<file path="src/rtl/buffer_arbiter_if.sv">
// Bus bundle between the buffer arbiter and its clients (USB RX/TX engines, AHB slave).
// Carries requests, byte strobes and flush from the clients, and grants and status back to them.
interface buffer_arbiter_if #(
    parameter int OCC_W = 7
);
    // Handshake: a side holds x_req high for as long as it wants the buffer. Ownership
    // starts on the cycle after x_gnt rises and ends when x_done pulses or x_req drops.
    // push/pop are one-byte strobes from whichever side currently owns the buffer.
    logic             usb_req;
    logic             usb_done;
    logic             ahb_req;
    logic             ahb_done;
    logic             push;
    logic             pop;
    logic             clear;
    logic             usb_gnt;
    logic             ahb_gnt;
    logic             buffer_reserved;
    logic [OCC_W-1:0] buffer_occupancy;
    logic             overflow_err;
    logic             underflow_err;
    logic             hold_timeout;
    logic [1:0]       state_dbg;

    modport master (
        output usb_req, usb_done, ahb_req, ahb_done, push, pop, clear,
        input  usb_gnt, ahb_gnt, buffer_reserved, buffer_occupancy,
               overflow_err, underflow_err, hold_timeout, state_dbg
    );

    modport slave (
        input  usb_req, usb_done, ahb_req, ahb_done, push, pop, clear,
        output usb_gnt, ahb_gnt, buffer_reserved, buffer_occupancy,
               overflow_err, underflow_err, hold_timeout, state_dbg
    );
endinterface

</file>
<file path="src/rtl/buffer_arbiter.sv">
// Exclusive-ownership arbiter and occupancy counter for the shared 64-byte endpoint buffer.
// Optional grant watchdog enabled by defining BUFFER_ARB_TIMEOUT_EN.
module buffer_arbiter #(
    parameter int DEPTH    = 64,
    parameter int OCC_W    = 7,
    parameter int MAX_HOLD = 255
) (
    input logic                clk,
    input logic                n_rst,
    buffer_arbiter_if.slave    bus
);
    typedef enum logic [1:0] {
        IDLE       = 2'd0,
        GRANT_USB  = 2'd1,
        GRANT_AHB  = 2'd2,
        TURNAROUND = 2'd3
    } state_t;

    localparam logic [OCC_W-1:0] FULL = OCC_W'(DEPTH);

    state_t           state;
    logic             last_usb;
    logic             usb_gnt;
    logic             ahb_gnt;
    logic             reserved;
    logic             hold_timeout;
    logic [OCC_W-1:0] occ;
    logic             overflow_err;
    logic             underflow_err;

    logic usb_release;
    logic ahb_release;
    logic hold_expire;

    assign usb_release = bus.usb_done || !bus.usb_req;
    assign ahb_release = bus.ahb_done || !bus.ahb_req;

`ifdef BUFFER_ARB_TIMEOUT_EN
    logic [7:0] hold_cnt;
    // Fires on the grant cycle whose count reaches MAX_HOLD, so gnt stays high MAX_HOLD cycles.
    assign hold_expire = (hold_cnt == 8'(MAX_HOLD - 1));
`else
    assign hold_expire = 1'b0;
`endif

    always_ff @(posedge clk or negedge n_rst) begin
        if (!n_rst) begin
            state        <= IDLE;
            last_usb     <= 1'b0;
            usb_gnt      <= 1'b0;
            ahb_gnt      <= 1'b0;
            reserved     <= 1'b0;
            hold_timeout <= 1'b0;
`ifdef BUFFER_ARB_TIMEOUT_EN
            hold_cnt     <= 8'd0;
`endif
        end else begin
            hold_timeout <= 1'b0;
            case (state)
                IDLE: begin
`ifdef BUFFER_ARB_TIMEOUT_EN
                    hold_cnt <= 8'd0;
`endif
                    // On a tie the side that did not own the buffer last goes first.
                    if (bus.usb_req && (!bus.ahb_req || !last_usb)) begin
                        state    <= GRANT_USB;
                        usb_gnt  <= 1'b1;
                        reserved <= 1'b1;
                        last_usb <= 1'b1;
                    end else if (bus.ahb_req) begin
                        state    <= GRANT_AHB;
                        ahb_gnt  <= 1'b1;
                        reserved <= 1'b1;
                        last_usb <= 1'b0;
                    end
                end
                GRANT_USB: begin
`ifdef BUFFER_ARB_TIMEOUT_EN
                    hold_cnt <= hold_cnt + 8'd1;
`endif
                    if (usb_release || hold_expire) begin
                        state        <= TURNAROUND;
                        usb_gnt      <= 1'b0;
                        hold_timeout <= hold_expire && !usb_release;
                    end
                end
                GRANT_AHB: begin
`ifdef BUFFER_ARB_TIMEOUT_EN
                    hold_cnt <= hold_cnt + 8'd1;
`endif
                    if (ahb_release || hold_expire) begin
                        state        <= TURNAROUND;
                        ahb_gnt      <= 1'b0;
                        hold_timeout <= hold_expire && !ahb_release;
                    end
                end
                TURNAROUND: begin
                    state    <= IDLE;
                    reserved <= 1'b0;
                end
                default: begin
                    state    <= IDLE;
                    usb_gnt  <= 1'b0;
                    ahb_gnt  <= 1'b0;
                    reserved <= 1'b0;
                end
            endcase
        end
    end

    logic grant_active;
    logic push_only;
    logic pop_only;

    // Strobes count against the registered grant, i.e. only while a side actually owns the buffer.
    assign grant_active = usb_gnt || ahb_gnt;
    assign push_only    = grant_active && bus.push && !bus.pop;
    assign pop_only     = grant_active && bus.pop && !bus.push;

    always_ff @(posedge clk or negedge n_rst) begin
        if (!n_rst) begin
            occ           <= '0;
            overflow_err  <= 1'b0;
            underflow_err <= 1'b0;
        end else begin
            overflow_err  <= 1'b0;
            underflow_err <= 1'b0;
            if (bus.clear) begin
                occ <= '0;
            end else if (push_only) begin
                if (occ >= FULL) overflow_err <= 1'b1;
                else             occ <= occ + 1'b1;
            end else if (pop_only) begin
                if (occ == '0) underflow_err <= 1'b1;
                else           occ <= occ - 1'b1;
            end
        end
    end

    assign bus.usb_gnt          = usb_gnt;
    assign bus.ahb_gnt          = ahb_gnt;
    assign bus.buffer_reserved  = reserved;
    assign bus.buffer_occupancy = occ;
    assign bus.overflow_err     = overflow_err;
    assign bus.underflow_err    = underflow_err;
    assign bus.hold_timeout     = hold_timeout;
    assign bus.state_dbg        = state;
endmodule

</file>
<file path="src/flat_wrapper.sv">
// flat-port wrapper written by rule: the top's interface ports become plain ports
module buffer_arbiter_flat 
#(
    parameter int DEPTH    = 64,
    parameter int OCC_W    = 7,
    parameter int MAX_HOLD = 255
)
  (clk, n_rst, bus_usb_req, bus_usb_done, bus_ahb_req, bus_ahb_done, bus_push, bus_pop, bus_clear, bus_usb_gnt, bus_ahb_gnt, bus_buffer_reserved, bus_buffer_occupancy, bus_overflow_err, bus_underflow_err, bus_hold_timeout, bus_state_dbg);
  buffer_arbiter_if #(.OCC_W(OCC_W)) bus_i ();
  input logic clk;
  input logic n_rst;
  input wire logic [$bits(bus_i.usb_req)-1:0] bus_usb_req;
  input wire logic [$bits(bus_i.usb_done)-1:0] bus_usb_done;
  input wire logic [$bits(bus_i.ahb_req)-1:0] bus_ahb_req;
  input wire logic [$bits(bus_i.ahb_done)-1:0] bus_ahb_done;
  input wire logic [$bits(bus_i.push)-1:0] bus_push;
  input wire logic [$bits(bus_i.pop)-1:0] bus_pop;
  input wire logic [$bits(bus_i.clear)-1:0] bus_clear;
  output wire logic [$bits(bus_i.usb_gnt)-1:0] bus_usb_gnt;
  output wire logic [$bits(bus_i.ahb_gnt)-1:0] bus_ahb_gnt;
  output wire logic [$bits(bus_i.buffer_reserved)-1:0] bus_buffer_reserved;
  output wire logic [$bits(bus_i.buffer_occupancy)-1:0] bus_buffer_occupancy;
  output wire logic [$bits(bus_i.overflow_err)-1:0] bus_overflow_err;
  output wire logic [$bits(bus_i.underflow_err)-1:0] bus_underflow_err;
  output wire logic [$bits(bus_i.hold_timeout)-1:0] bus_hold_timeout;
  output wire logic [$bits(bus_i.state_dbg)-1:0] bus_state_dbg;
  assign bus_i.usb_req = bus_usb_req;
  assign bus_i.usb_done = bus_usb_done;
  assign bus_i.ahb_req = bus_ahb_req;
  assign bus_i.ahb_done = bus_ahb_done;
  assign bus_i.push = bus_push;
  assign bus_i.pop = bus_pop;
  assign bus_i.clear = bus_clear;
  assign bus_usb_gnt = bus_i.usb_gnt;
  assign bus_ahb_gnt = bus_i.ahb_gnt;
  assign bus_buffer_reserved = bus_i.buffer_reserved;
  assign bus_buffer_occupancy = bus_i.buffer_occupancy;
  assign bus_overflow_err = bus_i.overflow_err;
  assign bus_underflow_err = bus_i.underflow_err;
  assign bus_hold_timeout = bus_i.hold_timeout;
  assign bus_state_dbg = bus_i.state_dbg;
  buffer_arbiter #(.DEPTH(DEPTH), .OCC_W(OCC_W), .MAX_HOLD(MAX_HOLD)) u_core (.clk(clk), .n_rst(n_rst), .bus(bus_i));
endmodule
</file>
<file path="config.mk">
export PLATFORM = sky130hd
export DESIGN_NAME = buffer_arbiter_flat
export DESIGN_NICKNAME = d
export VERILOG_FILES = /design/src/rtl/buffer_arbiter_if.sv /design/src/rtl/buffer_arbiter.sv /design/src/flat_wrapper.sv
export SDC_FILE = /design/constraint.sdc
export NUM_CORES = 1
export LEC_CHECK = 0
export CAP_MARGIN = 20
export CORE_ASPECT_RATIO = 0.6
export CORE_MARGIN = 2
export CORE_UTILIZATION = 40
export CTS_CLUSTER_DIAMETER = 50
export DETAILED_ROUTE_END_ITERATION = 7
export DONT_BUFFER_PORTS = 1
export SYNTH_ARGS = -nofsm -noshare
export SYNTH_HDL_FRONTEND = slang
export SYNTH_SLANG_ARGS = --single-unit
</file>
<file path="constraint.sdc">
create_clock -name clk -period 2.85 [get_ports clk]
set_clock_uncertainty 0.15 [all_clocks]
set_input_delay 0.57 -clock clk [delete_from_list [all_inputs] [get_ports clk]]
set_output_delay 0.57 -clock clk [all_outputs]
set_load 0.005 [all_outputs]
</file>
==> run_results.csv <==
group,metric,value,unit
synthesis,synth_largest_area_cell,"dfrtp_1",
worst_setup_path,rr_endpoint,"u_core.bus.buffer_occupancy[4]",
drt,drc,0,
sta,hold_viol_final,0,
global_routing,grt_first_pass_wirelength,3.93,mm
floorplan,core_area,2540,µm²
sta,fin_crit,2.51,ns
clocking,cts.clk_slew.worst_paths,0.06,ns
synthesis,synthDistinctLibCells,40,
worst_setup_path,r2r_cells,7,
hold_path,holdPathStages,1,
clocking,cts_buffer_depth,2,
drt,ant_nets,0,
synthesis,synthTopCellsByArea,"dfrtp_1 (34%), ha_1 (13%), mux2_4 (6.9%)",
run,max-cap-violations,0,
clocking,cts.sinks,15,
power,ir_drop,0.437,mV
placement,io_buffers,0,
placement,dp_hpwl,1.81,mm
synthesis,synth.most_common_cell,"dfrtp_1",
floorplan,initial_core_util,0.429,
worst_setup_path,critical_path.startpoint_type,"register",
clocking,clk_latency,0.25,ns
global_routing,grt_pass1_vias,765,
outcome,status,"complete, no violations",
placement,place.gp.congestion,0.883,
hold_path,hp-start,"bus_push",
power,p_leak,0.533,nW
layout,syn_to_final_growth,7.36,%
worst_setup_path,cp_data_arrival_time,2.50,ns
worst_setup_path,worstPathMaxFanout,7,
synthesis,netlist_instances,111,
placement,dpl_cell_area,1110,µm²
worst_setup_path,ff2ff_setup_slack,0.34,ns
layout,seqCellArea,375,µm²
layout,drive_gt1_frac,0.132,
synthesis,ys_seq_elements,15,
clocking,cts_tree,"built",
synthesis,syn-num-nets,132,
worst_setup_path,slowest_delay,0.50,ns
sta,relSlewSlack,0.511,
hold_path,hold-path-endpoint,"u_core.bus.underflow_err",
global_routing,grt_usage,0.168,
layout,nets,136,
sta,fmax,398,MHz
worst_setup_path,cp_cell_sequence,"o211ai_1 > inv_1 > fa_1 > nand2b_1 > a21oi_1 > a211oi_1 > mux2_4",
drt,vias,823,
synthesis,synth-async-reset-ratio,1.00,
sta,maxSlewViolCount,0,
worst_setup_path,r2r_start,"u_core.bus.ahb_gnt",
drt,firstDrtPassIters,4,
layout,n_antenna_cell,0,
sta,setup_violations,0,
floorplan,dieHeight,44.4,µm
floorplan,die_area,3170,µm²
drt,post_drt_wl_per_cell,16.0,µm
clocking,cts_buffers,3,
synthesis,synth-edff-count,0,
global_routing,grt_start_max_net_pins,16,
drt,totalWireLength,2.33,mm
synthesis,synth_top_area_frac,0.345,
worst_setup_path,crit_path_start,"u_core.bus.ahb_gnt",
sta,fin_crit_sh,0.881,
synthesis,synth_ff_type,"dfrtp_1",
floorplan,num_rows,14,
synthesis,synthTopCellsByCount,"dfrtp_1 (15), ha_1 (11), inv_1 (9), nor2_1 (9), o21ai_0 (9)",
layout,design_area,1170,µm²
worst_setup_path,worstPathRequired,2.84,ns
floorplan,ioPinCount,24,
worst_setup_path,cp_slowest_cell,"o211ai_1",
floorplan,die_width,71.3,µm
drt,vias_per_cell,5.64,
power,p_per_area,1120,nW/µm²
synthesis,syn_area,1090,µm²
drt,drt_iter0_drc,56,
hold_path,min-delay-path-class,"primary input to register",
clocking,htree_num_levels,1,
worst_setup_path,criticalPathCategory,"register to register",
synthesis,seq_area_frac_synth,0.345,
layout,multi_input_area,657,µm²
synthesis,synth_area_per_cell,9.81,µm²
sta,rsz0062_at_grt,"no",
synthesis,ys_warn_count,0,
global_routing,grt_overflow_total,0,
sta,finalSetupTns,0,ns
sta,tightest_slew,0.731,ns
global_routing,antenna_found_initial,0,
layout,n_fill_cell,228,
clocking,root_buffer,"clkbuf_8",
worst_setup_path,worst_setup_path_end_kind,"register",
-- worst max-delay path by stage --
stage	slack, ns	cells after the start	endpoint
finish	0.34	7	u_core.bus.buffer_occupancy[4]
floorplan	0.44	7	u_core.bus.buffer_occupancy[4]
global route	0.12	7	u_core.bus.buffer_occupancy[4]
global placement	0.39	7	u_core.bus.buffer_occupancy[4]
detailed placement	0.37	7	u_core.bus.buffer_occupancy[4]
CTS	0.35	7	u_core.bus.buffer_occupancy[4]
-- flip-flops by register name, indices dropped and copies added (netlist names) --
register                     cells
u_core.bus.overflow_err          1
u_core.last_usb                  1
u_core.bus.usb_gnt               1
u_core.bus.ahb_gnt               1
u_core.bus.buffer_reserved       1
u_core.bus.underflow_err         1
u_core.bus.buffer_occupancy      7
u_core.bus.state_dbg             2
-- critical path: cells and delay by family, from the launching register on --
kind            cells  cell delay [ns]
compound gates      3             0.81
flops               1             0.44
fa+ha+maj           1             0.42
mux                 1             0.27
simple gates        1             0.16
buf+inv             1             0.15
-- final cells by class --
type                    count  area share
multi-input cells          84       0.562
flip-flops and latches     15       0.321
repair buffers              2      0.0150
clock buffers               4      0.0385
well taps                  32      0.0343
inverters                   9      0.0289
-- power by group --
group / total, mW / internal [mW] / switching [mW]
Sequential: 0.433 / 0.301 / 0.131
Clock: 0.174 / 0.0992 / 0.0748
Combinational: 0.703 / 0.344 / 0.359
-- metrics by stage --
| step | power, mW | worst slack, ns | std cells | util | hold slack, ns |
|---|---|---|---|---|---|
| 3_3_place_gp | 1.10 | 0.395 | 141 | 0.438 | 0.125 |
| 4_1_cts | 1.32 | 0.346 | 146 | 0.460 | 0.226 |
| 2_1_floorplan | 0.971 | 0.438 | 111 | - | 0.124 |
| 6_report | 1.31 | 0.338 | 146 | 0.460 | 0.240 |
| 5_1_grt | 1.43 | 0.121 | 146 | 0.460 | 0.223 |
| 3_5_place_dp | 1.13 | 0.367 | 141 | 0.438 | 0.125 |
-- placed cells by master (no fill, tap or decap), drive strengths merged, types with 2 or more instances in the layout --
cell,n
a21oi,7
a31oi,3
clkbuf,4
dfrtp,15
ha,11
inv,9
mux2,6
mux2i,2
nand2,4
nand2b,2
nand3,3
nor2,10
nor2b,4
nor3,2
o21ai,9
or4,2
-- metal layers --
metal  part of all wire  vias up  global-route usage
li1                   -      404                   -
met4              0.015        0              0.0566
met2               0.37       29               0.215
met1               0.53      385               0.242
met3              0.087        5              0.0820
met5                  0        -                   0
-- cells by family (layout without fill, tap and decap cells) --
logic type | after synthesis | in the layout | synth area share
AO/OA/AOI/OAI | 33 | 33 | 0.205
AND/OR/NAND/NOR | 30 | 30 | 0.153
multiplexers | 8 | 8 | 0.0977
buffers and inverters | 12 | 15 | 0.0517
flip-flops | 15 | 15 | 0.345
other | 1 | 1 | 0.00344
adder cells (fa/ha/maj) | 12 | 12 | 0.145
-- timing repair --
item / 4_1_cts / 5_1_grt
hold buffers: 1 / 0
setup buffers: 0 / 0
hold endpoints to repair: 15 / 0
gates resized for setup: 0 / 0
Note: power is estimated with default switching activity, not from simulation.
